--- src/rtl/memarb_pkg.sv ---
// Shared types and constants for the memory-port arbiter.
package memarb_pkg;

   // Sequencer states for one memory transaction
   typedef enum logic [1:0] {
      IDLE     = 2'd0,
      ACCESS   = 2'd1,
      COMPLETE = 2'd2
   } memarb_state_t;

   // Port identifiers, also used for the round-robin "last served" flag
   localparam logic PORT_FETCH = 1'b0;
   localparam logic PORT_DATA  = 1'b1;

   // Default bus widths
   localparam int MEMARB_AW = 16;
   localparam int MEMARB_DW = 16;

endpackage

--- src/rtl/memarb_rr_pick.sv ---
// Two-way round-robin pick between the fetch and data requesters.
module memarb_rr_pick
   import memarb_pkg::*;
(
   input  logic f_req,
   input  logic d_req,
   input  logic last,
   output logic gnt_vld,
   output logic gnt_owner
);

   // On a tie the port that was not served last wins, so neither waits twice
   always_comb begin
      gnt_vld   = f_req | d_req;
      gnt_owner = PORT_FETCH;
      if (f_req && d_req) begin
         gnt_owner = (last == PORT_DATA) ? PORT_FETCH : PORT_DATA;
      end else if (d_req) begin
         gnt_owner = PORT_DATA;
      end
   end

endmodule

--- src/rtl/mem_bus_arbiter.sv ---
// Memory-port sequencer/arbiter: grants fetch or data access, drives the
// rd/wr strobes, waits for MFC and returns a one-cycle ack with read data.
// Optional access timeout compiled in with `MEMARB_TIMEOUT_EN.
module mem_bus_arbiter
   import memarb_pkg::*;
#(
   parameter int AW      = MEMARB_AW,
   parameter int DW      = MEMARB_DW,
   parameter int TIMEOUT = 15
) (
   input  logic          clk,
   input  logic          reset,
   input  logic          f_req,
   input  logic [AW-1:0] f_addr,
   output logic          f_ack,
   input  logic          d_req,
   input  logic          d_we,
   input  logic [AW-1:0] d_addr,
   input  logic [DW-1:0] d_wdata,
   output logic          d_ack,
   output logic [DW-1:0] rdata,
   output logic          err,
   output logic          busy,
   output logic [AW-1:0] mem_addr,
   output logic [DW-1:0] mem_wdata,
   output logic          mem_rd,
   output logic          mem_wr,
   input  logic [DW-1:0] mem_rdata,
   input  logic          mfc
);

   memarb_state_t state_q, state_d;
   logic          last_q, last_d;
   logic          owner_q, owner_d;
   logic          we_q, we_d;
   logic          f_ack_q, f_ack_d;
   logic          d_ack_q, d_ack_d;
   logic          busy_q, busy_d;
   logic          mem_rd_q, mem_rd_d;
   logic          mem_wr_q, mem_wr_d;
   logic [AW-1:0] mem_addr_q, mem_addr_d;
   logic [DW-1:0] mem_wdata_q, mem_wdata_d;
   logic [DW-1:0] rdata_q, rdata_d;
   logic          gnt_vld, gnt_owner;

`ifdef MEMARB_TIMEOUT_EN
   localparam int CNT_W = $clog2(TIMEOUT + 1);
   logic [CNT_W-1:0] cnt_q, cnt_d;
   logic             err_q, err_d;
`endif

   memarb_rr_pick u_pick (
      .f_req     (f_req),
      .d_req     (d_req),
      .last      (last_q),
      .gnt_vld   (gnt_vld),
      .gnt_owner (gnt_owner)
   );

   // Next-state and registered-output logic for the transaction sequencer
   always_comb begin
      state_d     = state_q;
      last_d      = last_q;
      owner_d     = owner_q;
      we_d        = we_q;
      f_ack_d     = 1'b0;
      d_ack_d     = 1'b0;
      mem_rd_d    = mem_rd_q;
      mem_wr_d    = mem_wr_q;
      mem_addr_d  = mem_addr_q;
      mem_wdata_d = mem_wdata_q;
      rdata_d     = rdata_q;
`ifdef MEMARB_TIMEOUT_EN
      cnt_d       = cnt_q;
      err_d       = 1'b0;
`endif
      unique case (state_q)
         IDLE: begin
            if (gnt_vld) begin
               state_d     = ACCESS;
               owner_d     = gnt_owner;
               we_d        = (gnt_owner == PORT_DATA) && d_we;
               mem_addr_d  = (gnt_owner == PORT_DATA) ? d_addr : f_addr;
               mem_wdata_d = ((gnt_owner == PORT_DATA) && d_we) ? d_wdata : '0;
               mem_rd_d    = !((gnt_owner == PORT_DATA) && d_we);
               mem_wr_d    = (gnt_owner == PORT_DATA) && d_we;
`ifdef MEMARB_TIMEOUT_EN
               cnt_d       = '0;
`endif
            end
         end
         ACCESS: begin
            if (mfc) begin
               state_d  = COMPLETE;
               last_d   = owner_q;
               mem_rd_d = 1'b0;
               mem_wr_d = 1'b0;
               rdata_d  = we_q ? '0 : mem_rdata;
               f_ack_d  = (owner_q == PORT_FETCH);
               d_ack_d  = (owner_q == PORT_DATA);
            end
`ifdef MEMARB_TIMEOUT_EN
            // The cycle that would bring the count to TIMEOUT aborts instead
            else if (cnt_q == CNT_W'(TIMEOUT - 1)) begin
               state_d  = COMPLETE;
               last_d   = owner_q;
               mem_rd_d = 1'b0;
               mem_wr_d = 1'b0;
               rdata_d  = '0;
               err_d    = 1'b1;
               f_ack_d  = (owner_q == PORT_FETCH);
               d_ack_d  = (owner_q == PORT_DATA);
            end else begin
               cnt_d = cnt_q + 1'b1;
            end
`endif
         end
         COMPLETE: begin
            state_d = IDLE;
         end
         default: begin
            state_d = IDLE;
         end
      endcase
      busy_d = (state_d != IDLE);
   end

   // State and output registers, all cleared asynchronously
   always_ff @(posedge clk or negedge reset) begin
      if (!reset) begin
         state_q     <= IDLE;
         last_q      <= PORT_DATA;
         owner_q     <= PORT_FETCH;
         we_q        <= 1'b0;
         f_ack_q     <= 1'b0;
         d_ack_q     <= 1'b0;
         busy_q      <= 1'b0;
         mem_rd_q    <= 1'b0;
         mem_wr_q    <= 1'b0;
         mem_addr_q  <= '0;
         mem_wdata_q <= '0;
         rdata_q     <= '0;
      end else begin
         state_q     <= state_d;
         last_q      <= last_d;
         owner_q     <= owner_d;
         we_q        <= we_d;
         f_ack_q     <= f_ack_d;
         d_ack_q     <= d_ack_d;
         busy_q      <= busy_d;
         mem_rd_q    <= mem_rd_d;
         mem_wr_q    <= mem_wr_d;
         mem_addr_q  <= mem_addr_d;
         mem_wdata_q <= mem_wdata_d;
         rdata_q     <= rdata_d;
      end
   end

`ifdef MEMARB_TIMEOUT_EN
   // Access-cycle counter and abort flag for the timeout path
   always_ff @(posedge clk or negedge reset) begin
      if (!reset) begin
         cnt_q <= '0;
         err_q <= 1'b0;
      end else begin
         cnt_q <= cnt_d;
         err_q <= err_d;
      end
   end

   assign err = err_q;
`else
   assign err = 1'b0;
`endif

   assign f_ack     = f_ack_q;
   assign d_ack     = d_ack_q;
   assign busy      = busy_q;
   assign mem_rd    = mem_rd_q;
   assign mem_wr    = mem_wr_q;
   assign mem_addr  = mem_addr_q;
   assign mem_wdata = mem_wdata_q;
   assign rdata     = rdata_q;

endmodule

--- config.mk ---
export PLATFORM = sky130hd
export DESIGN_NAME = mem_bus_arbiter
export DESIGN_NICKNAME = d
export VERILOG_FILES = /design/src/rtl/memarb_pkg.sv /design/src/rtl/memarb_rr_pick.sv /design/src/rtl/mem_bus_arbiter.sv
export SDC_FILE = /design/constraint.sdc
export NUM_CORES = 1
export LEC_CHECK = 0
export CAP_MARGIN = 20
export CORE_MARGIN = 2
export CORE_UTILIZATION = 25
export CTS_CLUSTER_SIZE = 30
export DETAILED_ROUTE_END_ITERATION = 16
export DONT_BUFFER_PORTS = 1
export GPL_ROUTABILITY_DRIVEN = 0
export RECOVER_POWER = 50
export SYNTH_ARGS = -nofsm -noshare
export SYNTH_HDL_FRONTEND = slang
export SYNTH_SLANG_ARGS = --single-unit
--- constraint.sdc ---
create_clock -name clk -period 4.4 [get_ports clk]
set_input_delay 0.44 -clock clk [delete_from_list [all_inputs] [get_ports clk]]
set_output_delay 0.44 -clock clk [all_outputs]
set_load 0.02 [all_outputs]
==> impl_metrics.env <==
export IMPL_drc=0
export IMPL_max_freq_mhz=500
export IMPL_endpoint_kind="flip-flop"
export IMPL_outcome="completed"
export IMPL_cp_endpoint="mem_wdata[12]"
export IMPL_dieArea_sq_um=10700
export IMPL_ant_nets=0
export IMPL_mostFrequentLayoutCells="57 x dfrtp_1, 49 x nand2_1, 17 x a21oi_1"
export IMPL_grt_pass1_vias=1613
export IMPL_cp_startpoint="last_q"
export IMPL_cts_tree="done"
export IMPL_dp_hpwl_microns=3950
export IMPL_crit_type="flip-flop to flip-flop"
export IMPL_h_tree_depth=3
export IMPL_syn_area_per_cell_sq_um=10.9
export IMPL_drtIter0Drc=50
export IMPL_port_buffers=0
export IMPL_fin_skew_ns=0.00834
export IMPL_fin_crit_sh_pct=45.5
export IMPL_synth_nets=295
export IMPL_dpl_cell_area_sq_um=2510
export IMPL_cts_max_path_buffers=2
export IMPL_finalWirelength_microns=5730
export IMPL_powerDensity_nw_per_um2=784
export IMPL_cts_sinks=58
export IMPL_setup_viol_count_final=0
export IMPL_relSlewSlack_pct=26.8
export IMPL_rr_worst_depth=3
export IMPL_dieHeight_microns=103
export IMPL_drv_slew=0
export IMPL_die_w_microns=103
export IMPL_final_cell_area_sq_um=2820
export IMPL_final_common_cell="dfrtp_1"
export IMPL_start_kind="flip-flop"
export IMPL_arrival_ns=2.26
export IMPL_final_nets=292
export IMPL_io_pins=124
export IMPL_hp_class="input port to flip-flop"
export IMPL_crit_required_ns=4.66
export IMPL_grt_usage_pct=10.5
export IMPL_cts_made_buffers=9
export IMPL_path_max_fanout=19
export IMPL_dr_pass1_iters=4
export IMPL_setup_tns_ns=0
export IMPL_ys_ff_latch=58
export IMPL_grt_start_max_net_pins=59
export IMPL_initial_core_util_pct=25.4
export IMPL_min_period_ns=2.00
export IMPL_clkSlewWorstSetupHoldPaths_ns=0.06
export IMPL_ir_drop_v=0.000189
export IMPL_r2r_start="last_q"
export IMPL_reg2reg_to="mem_wdata[12]"
export IMPL_synthCells=225
export IMPL_vias=1632
export IMPL_synth_cell_types=29
export IMPL_rsz0062_at_grt="false"
export IMPL_num_rows=36
export IMPL_drive_above_1_share_pct=15.0
export IMPL_root_buffer="clkbuf_8"
export IMPL_num_antenna_cells=0
export IMPL_r2r_slack_ns=2.40
export IMPL_netlist_area_sq_um=2460
export IMPL_synth_yosys_warnings=0
export IMPL_via_per_inst=4.53
export IMPL_worst_pin_slew_ns=1.10
export IMPL_grt_pass1_wl_microns=8260
export IMPL_overflow=0
export IMPL_clk_latency_ns=0.33
export IMPL_antenna_found_initial=0
export IMPL_area_delta_synth_final_pct=14.4
export IMPL_leakagePower_nw=1.24
export IMPL_routedWlPerCell_microns=15.9
export IMPL_synth_seq_area_share_pct=59.0
export IMPL_hold_viol_final=0
export IMPL_core_area_sq_um=9680
export IMPL_drv_cap=0
report_power, final:
part	switching (mW)	total, mW	leakage (nW)	internal [mW]
registers	0.424	1.17	0.718	0.750
clock network	0.210	0.658	0.134	0.448
logic	0.206	0.378	0.385	0.172
synthesized netlist by cell type (all sizes together):
master	count	share of area, %
dfrtp	57	58
nand2	50	7.7
a21oi	17	3.5
a22o	16	5.7
a31oi	16	6.6
nand2b	16	4.1
o21ai	16	3.3
buf	12	4.2
clkbuf	5	0.76
nor2	5	1.1
a21o	2	0.61
inv	2	0.30
a211oi	1	0.30
a21bo	1	0.41
a21boi	1	0.46
a31o	1	0.36
and2	1	0.36
and3	1	0.25
conb	1	0.15
dfstp	1	1.1
mux2i	1	0.41
nand3b	1	0.30
or2	1	0.25
registers in the layout, indices dropped and copies added, names as in the netlist:
| register | count |
|---|---|
| mem_addr | 16 |
| mem_wdata | 16 |
| rdata | 16 |
| state_q | 2 |
| busy | 1 |
| d_ack | 1 |
| f_ack | 1 |
| last_q | 1 |
| mem_rd | 1 |
| mem_wr | 1 |
| owner_q | 1 |
| we_q | 1 |
worst max-delay path, cell delays in order (launching register included):
cell	delay [ns]
dfstp_2	0.38
a21boi_2	0.57
and3_1	0.75
a22o_1	0.23
area by class of cell:
class	instances	area, sq um
Inverter	2	7.51
Clock buffer	11	141
Clock inverter	5	125
Multi-Input combinational cell	148	880
Tap cell	133	166
Sequential cell	58	1450
Fill cell	1012	6870
Timing Repair Buffer	3	45.0
what timing repair did:
action | 4_1_cts | 5_1_grt
hold buffers | 2 | 0
setup buffers | 0 | 0
hold endpoints to repair | 58 | 0
resized for setup | 0 | 0
endpoints found under the setup margin | 0 | 0
worst min path at each step:
| stage | depth (start not counted) | slack, ns | end | from |
|---|---|---|---|---|
| 2_1_floorplan | 0 | 0.14 | busy | reset |
| 3_3_place_gp | 0 | 0.15 | rdata[3] | reset |
| 3_5_place_dp | 0 | 0.15 | rdata[0] | reset |
| 4_1_cts | 1 | 0.18 | state_q[0] | mfc |
| 5_1_grt | 1 | 0.19 | state_q[0] | mfc |
| 6_report | 1 | 0.21 | state_q[0] | mfc |
per-layer routing:
layer / vias to the layer above / GRT usage, % / wire length [microns]
met5: - / 0 / 0
met4: 0 / 4.86 / 91
met3: 10 / 4.64 / 573
met2: 87 / 16.1 / 2630
met1: 770 / 12.8 / 2430
li1: 765 / - / -
logic make-up (layout without fill, tap and decap cells):
| logic type | Yosys count | after routing | share of synthesized area [%] |
|---|---|---|---|
| multiplexers | 1 | 1 | 0.407 |
| buffers and inverters | 19 | 21 | 5.28 |
| other | 1 | 1 | 0.152 |
| flip-flops | 58 | 58 | 59.0 |
| AO/OA/AOI/OAI | 71 | 71 | 21.1 |
| AND/OR/NAND/NOR | 75 | 75 | 14.0 |
metrics by stage:
stage	hold slack (ns)	util (%)	total power [mW]	setup WS, ns	instances
final	0.209	29.1	2.21	2.40	360
after global routing	0.187	29.1	2.35	2.23	360
after CTS	0.183	29.1	2.25	2.34	360
after detailed placement	0.146	26.0	1.56	2.26	342
after global placement	0.146	26.0	1.54	2.38	342
after floorplan	0.144	-	1.47	3.01	225
No activity file was read; power rests on OpenSTA's default activity.
